==> config.mk <==
export PLATFORM = sky130hd
export DESIGN_NAME = scan_step_seq
export DESIGN_NICKNAME = d
export VERILOG_FILES = /design/src/rtl/scan_step_seq.sv
export SDC_FILE = /design/constraint.sdc
export NUM_CORES = 1
export LEC_CHECK = 0
export ABC_AREA = 1
export ABC_CLOCK_PERIOD_IN_PS = 5460
export CORE_MARGIN = 2
export CORE_UTILIZATION = 45
export CTS_CLUSTER_SIZE = 20
export DETAILED_ROUTE_END_ITERATION = 12
export DONT_BUFFER_PORTS = 1
export HOLD_SLACK_MARGIN = 0.12
export PLACE_DENSITY = 0.63
export SLEW_MARGIN = 20
export SYNTH_ARGS = -nofsm -noshare
export SYNTH_HDL_FRONTEND = slang
export SYNTH_SLANG_ARGS = --single-unit
==> constraint.sdc <==
create_clock -name dds -period 5.46 [get_ports dds]
set_input_delay 1.638 -clock dds [delete_from_list [all_inputs] [get_ports dds]]
set_output_delay 1.638 -clock dds [all_outputs]
set_load 0.02 [all_outputs]
==> src/rtl/scan_step_seq.sv <==
// Purpose: steps a DDS through n_steps frequency points per s_start rising edge, triggering one acquisition per point.
// Latency: freq_load 1 cycle after the start edge; acq_trig settle+1 cycles after each freq_load.
// Backpressure: each point waits for acq_done (optionally bounded by acq_timeout); abort returns to idle at once.
//
// Ports:
//   dds, rst_n      - clock (posedge) and synchronous active-low reset
//   s_start, abort  - scan start level (rising edge starts), level abort
//   f_start, f_step, n_steps, settle, acq_timeout - scan setup, captured at start
//   acq_done        - acquisition handshake, honoured only while waiting for it
//   freq_word, freq_load, acq_trig, step_idx - per-point DDS load and trigger
//   busy, scan_done, err_timeout - scan status
module scan_step_seq #(
    parameter int FW_W  = 32,
    parameter int CNT_W = 16,
    parameter int SET_W = 16,
    parameter int TO_W  = 20
) (
    input  logic             dds,
    input  logic             rst_n,
    input  logic             s_start,
    input  logic             abort,
    input  logic [FW_W-1:0]  f_start,
    input  logic [FW_W-1:0]  f_step,
    input  logic [CNT_W-1:0] n_steps,
    input  logic [SET_W-1:0] settle,
    input  logic [TO_W-1:0]  acq_timeout,
    input  logic             acq_done,
    output logic [FW_W-1:0]  freq_word,
    output logic             freq_load,
    output logic             acq_trig,
    output logic [CNT_W-1:0] step_idx,
    output logic             busy,
    output logic             scan_done,
    output logic             err_timeout
);

    typedef enum logic [1:0] {
        IDLE     = 2'd0,
        SETTLE   = 2'd1,
        WAIT_ACK = 2'd2
    } state_t;

    state_t           state;
    logic             s_start_d;
    logic [FW_W-1:0]  f_step_sh;
    logic [CNT_W-1:0] n_steps_sh;
    logic [SET_W-1:0] settle_sh;
    logic [TO_W-1:0]  to_sh;
    logic [SET_W-1:0] set_cnt;
    logic [TO_W-1:0]  to_cnt;

    logic             start_edge;
    logic             ack;
    logic [CNT_W-1:0] idx_nxt;
    logic [TO_W-1:0]  to_nxt;

    assign start_edge = s_start & ~s_start_d;
    // acq_trig is high during the first WAIT_ACK cycle; an ack in that same
    // cycle cannot belong to this trigger, so it is discarded.
    assign ack        = acq_done & ~acq_trig;
    assign idx_nxt    = step_idx + CNT_W'(1);
    assign to_nxt     = to_cnt + TO_W'(1);

    always_ff @(posedge dds) begin
        if (!rst_n) begin
            state       <= IDLE;
            // Treat the level as already high so a held s_start is not an edge.
            s_start_d   <= 1'b1;
            freq_word   <= '0;
            step_idx    <= '0;
            freq_load   <= 1'b0;
            acq_trig    <= 1'b0;
            busy        <= 1'b0;
            scan_done   <= 1'b0;
            err_timeout <= 1'b0;
            f_step_sh   <= '0;
            n_steps_sh  <= '0;
            settle_sh   <= '0;
            to_sh       <= '0;
            set_cnt     <= '0;
            to_cnt      <= '0;
        end else begin
            s_start_d <= s_start;
            freq_load <= 1'b0;
            acq_trig  <= 1'b0;
            scan_done <= 1'b0;

            case (state)
                IDLE: begin
                    if (start_edge && (n_steps != '0) && !abort) begin
                        f_step_sh   <= f_step;
                        n_steps_sh  <= n_steps;
                        settle_sh   <= settle;
                        to_sh       <= acq_timeout;
                        freq_word   <= f_start;
                        step_idx    <= '0;
                        freq_load   <= 1'b1;
                        busy        <= 1'b1;
                        err_timeout <= 1'b0;
                        set_cnt     <= '0;
                        state       <= SETTLE;
                    end
                end

                SETTLE: begin
                    if (abort) begin
                        busy  <= 1'b0;
                        state <= IDLE;
                    end else if (set_cnt == settle_sh) begin
                        acq_trig <= 1'b1;
                        to_cnt   <= '0;
                        state    <= WAIT_ACK;
                    end else begin
                        set_cnt <= set_cnt + SET_W'(1);
                    end
                end

                WAIT_ACK: begin
                    if (abort) begin
                        busy  <= 1'b0;
                        state <= IDLE;
                    end else if (ack) begin
                        if (idx_nxt == n_steps_sh) begin
                            scan_done <= 1'b1;
                            busy      <= 1'b0;
                            state     <= IDLE;
                        end else begin
                            freq_word <= freq_word + f_step_sh;
                            step_idx  <= idx_nxt;
                            freq_load <= 1'b1;
                            set_cnt   <= '0;
                            state     <= SETTLE;
                        end
                    end else if (to_sh != '0) begin
                        if (to_nxt == to_sh) begin
                            err_timeout <= 1'b1;
                            busy        <= 1'b0;
                            state       <= IDLE;
                        end else begin
                            to_cnt <= to_nxt;
                        end
                    end
                end

                default: begin
                    busy  <= 1'b0;
                    state <= IDLE;
                end
            endcase
        end
    end

endmodule

==> insert_results.sql <==
INSERT INTO impl_metrics (metric_group, metric, value, unit) VALUES
('finish', 'area.growth.synth_to_final', '6.52', '%'),
('global_route', 'grt_start_max_net_pins', '160', ''),
('global_route', 'grt_first_pass_wirelength', '49300', 'µm'),
('logic_synthesis', 'synth_fp_nets', '1820', ''),
('route', 'wire_per_inst', '15.9', 'µm'),
('sta', 'post-route-min-period', '3660', 'ps'),
('finish', 'nets', '1774', ''),
('logic_synthesis', 'synth_top_family_by_area', 'simple AND/OR/NAND/NOR gates', ''),
('die', 'die_width', '158', 'µm'),
('sta', 'fmax', '273', 'MHz'),
('setup_path', 'setup.worst_path.start_class', 'input port', ''),
('pwr', 'power.static_leakage', '4.58', 'nW'),
('sta', 'timing.slew.headroom', '43.8', '%'),
('sta', 'setup_viol', '0', ''),
('finish', 'layout-drive-gt1-share', '4.42', '%'),
('route', 'finalWirelength', '31100', 'µm'),
('finish', 'fillerInstances', '2511', ''),
('die', 'floorplan.die_area', '24900', 'µm²'),
('pwr', 'seqPwrFrac', '47.3', '%'),
('outcome', 'outcome', 'complete, no violations', ''),
('logic_synthesis', 'post_synth_num_cell_types', '40', ''),
('logic_synthesis', 'yosysSeqAreaShare', '33.0', '%'),
('setup_path', 'crit_arrival', '4000', 'ps'),
('route', 'vias', '10600', ''),
('pwr', 'power.clock.fraction', '40.7', '%'),
('route', 'drcViolationCount', '0', ''),
('sta', 'tightest_pin_transition', '841', 'ps'),
('logic_synthesis', 'syn-cell-area', '10700', 'µm²'),
('sta', 'finClkSkew', '19.1', 'ps'),
('die', 'core_area', '23400', 'µm²'),
('logic_synthesis', 'syn-instance-count', '1664', ''),
('pwr', 'combPwrFrac', '12.0', '%'),
('die', 'fp.dieH', '158', 'µm'),
('pwr', 'switching_share', '28.6', '%'),
('sta', 'hold_violations_final', '0', ''),
('clock_network', 'post_cts_buffers', '0', ''),
('setup_path', 'timing.critical_path.to_type', 'register', ''),
('pwr', 'power.net_switching', '867', 'µW'),
('clock_network', 'post_cts.resized_instances', '0', ''),
('logic_synthesis', 'synth_fa_ha_area_share', '4.18', '%'),
('clock_network', 'clock_tree.buffer_depth', '2', ''),
('clock_network', 'cts_buffers', '17', ''),
('setup_path', 'timing.setup.critical_path_class', 'in2reg', ''),
('clock_network', 'cts.sinks', '176', ''),
('finish', 'mostFrequentLayoutCell', 'nand2_1', ''),
('clock_network', 'post_cts_clock_slew_at_the_launch_and_capture_registers_of_the_worst_setup_and_hold_paths', '70', 'ps'),
('route', 'drt_pre_antenna_iters', '7', ''),
('finish', 'multi_input_comb_area', '6300', 'µm²'),
('finish', 'mostFrequentLayoutCells', 'nand2_1 (356), nor2_1 (252), dfxtp_1 (176), a21oi_1 (159), o21ai_0 (145)', ''),
('sta', 'slew_violations', '0', ''),
('setup_path', 'setup.worst_path.start', 'n_steps[11]', ''),
('route', 'initialDrtViolationCount', '762', ''),
('clock_network', 'tritoncts', 'yes', ''),
('route', 'post_dr_vias_cell', '5.44', ''),
('sta', 'total_negative_setup_slack', '0', 'ps'),
('placement', 'place.port_buffers', '0', ''),
('pwr', 'power.internal', '2.16', 'mW'),
('clock_network', 'clock_latency', '440', 'ps'),
('route', 'drtAntennaViolNets', '0', ''),
('die', 'std_cell_rows', '56', ''),
('finish', 'layout.area.seq', '3520', 'µm²'),
('hold_path', 'worstHoldPathType', 'reg2reg', ''),
('logic_synthesis', 'synth-compound-area-share', '18.3', '%'),
('logic_synthesis', 'ys_seq_elements', '176', ''),
('pwr', 'power_density', '266', 'nW/µm²'),
('logic_synthesis', 'post_synth_and_or_nand_nor_area_fraction', '33.5', '%'),
('setup_path', 'worstReg2RegStart', 'step_idx[0]$_SDFFE_PN0P_', ''),
('sta', 'post_route_fraction_of_the_period_consumed_by_the_critical_path', '67.0', '%'),
('finish', 'antenna-diode-count', '0', ''),
('global_route', 'grt_overflow', '0', ''),
('setup_path', 'required', '5800', 'ps');
## per-layer routing
metal | wire length, µm | track usage (%)
met4 | 708 | 7.98
met5 | 0 | 0
met2 | 13900 | 39.7
met3 | 1880 | 6.08
met1 | 14600 | 33.1
## registers in the layout, indices dropped and copies added, names as in the netlist
register,flops
set_cnt,16
err_timeout,1
settle_sh,16
acq_trig,1
busy,1
freq_load,1
scan_done,1
n_steps_sh,16
to_cnt,20
freq_word,32
step_idx,16
s_start_d,1
to_sh,20
state,2
f_step_sh,32
## synth_stat cells, drive strengths merged
cell | number | area share, %
o211ai | 2 | 0.14
nor2 | 262 | 9.6
o21a | 3 | 0.21
a31oi | 20 | 1.2
ha | 34 | 4.0
xor2 | 12 | 0.99
buf | 24 | 1.6
xnor2 | 19 | 1.6
nor4 | 15 | 0.88
inv | 132 | 4.6
o21bai | 6 | 0.49
nand3b | 9 | 0.63
a21oi | 159 | 7.5
xnor3 | 2 | 0.42
dfxtp | 176 | 33
a21o | 4 | 0.28
clkbuf | 47 | 1.7
nand4 | 28 | 1.6
and2 | 1 | 0.059
fa | 1 | 0.19
nand3 | 129 | 6.1
nand2 | 363 | 13
nor3 | 22 | 1.0
o21ai | 177 | 8.3
a211oi | 2 | 0.14
o31ai | 1 | 0.070
clkinv | 5 | 0.18
or2 | 9 | 0.53
## critical path: stages
cell and delay (ps):
nor4_1 290, nand4_1 230, nand2_1 180, nor2_4 50
inv_4 320, nand2_2 380, inv_2 610, nand2_1 100
a21oi_1 170
## stage by stage
step | worst slack [ps] | hold WS (ps) | cells | util (%) | instance area [µm²]
final | 1800 | 476 | 1949 | 48.5 | 11400
after global routing | 1400 | 485 | 1949 | 48.5 | 11400
after CTS | 1810 | 473 | 1949 | 48.5 | 11400
after detailed placement | 1350 | 459 | 1918 | 46.1 | 10800
after global placement | 1400 | 463 | 1918 | 46.1 | 10800
after floorplan | 2440 | 431 | 1664 | - | 10700
## path summary, 6_finish.rpt
path	endpoint	slack [ps]	cells after the start
worst max register to register	step_idx[15]$_SDFFE_PN0P_	1820	17
worst min-delay path	settle_sh[12]$_SDFFE_PN0P_	480	2
worst max-delay path	step_idx[15]$_SDFFE_PN0P_	1800	9
worst min register to register	settle_sh[12]$_SDFFE_PN0P_	480	2
## power groups by stage
| stage | combinational [mW] | clock [mW] | sequential [mW] |
|---|---|---|---|
| after floorplan | 0.308 | 0 | 1.44 |
| after global placement | 0.357 | 0 | 1.46 |
| after detailed placement | 0.361 | 0 | 1.46 |
| after CTS | 0.364 | 1.26 | 1.43 |
| after global routing | 0.419 | 1.30 | 1.44 |
| final | 0.363 | 1.23 | 1.43 |
## kinds of logic (layout without fill, tap and decap cells)
family | count (synthesis) | after routing
simple gates | 838 | 838
compound gates | 374 | 374
flops | 176 | 176
buf+inv | 208 | 174
xor+xnor | 33 | 33
fa+ha+maj | 35 | 35
## cell type report
cell class	count	area share (%)
well taps	319	3.51
inverters	137	4.55
clock buffers	19	3.90
multi-input cells	1280	55.4
repair buffers	6	0.396
flip-flops and latches	176	31.0
clock inverters	12	1.19
Note: power is estimated with default switching activity, not from simulation.
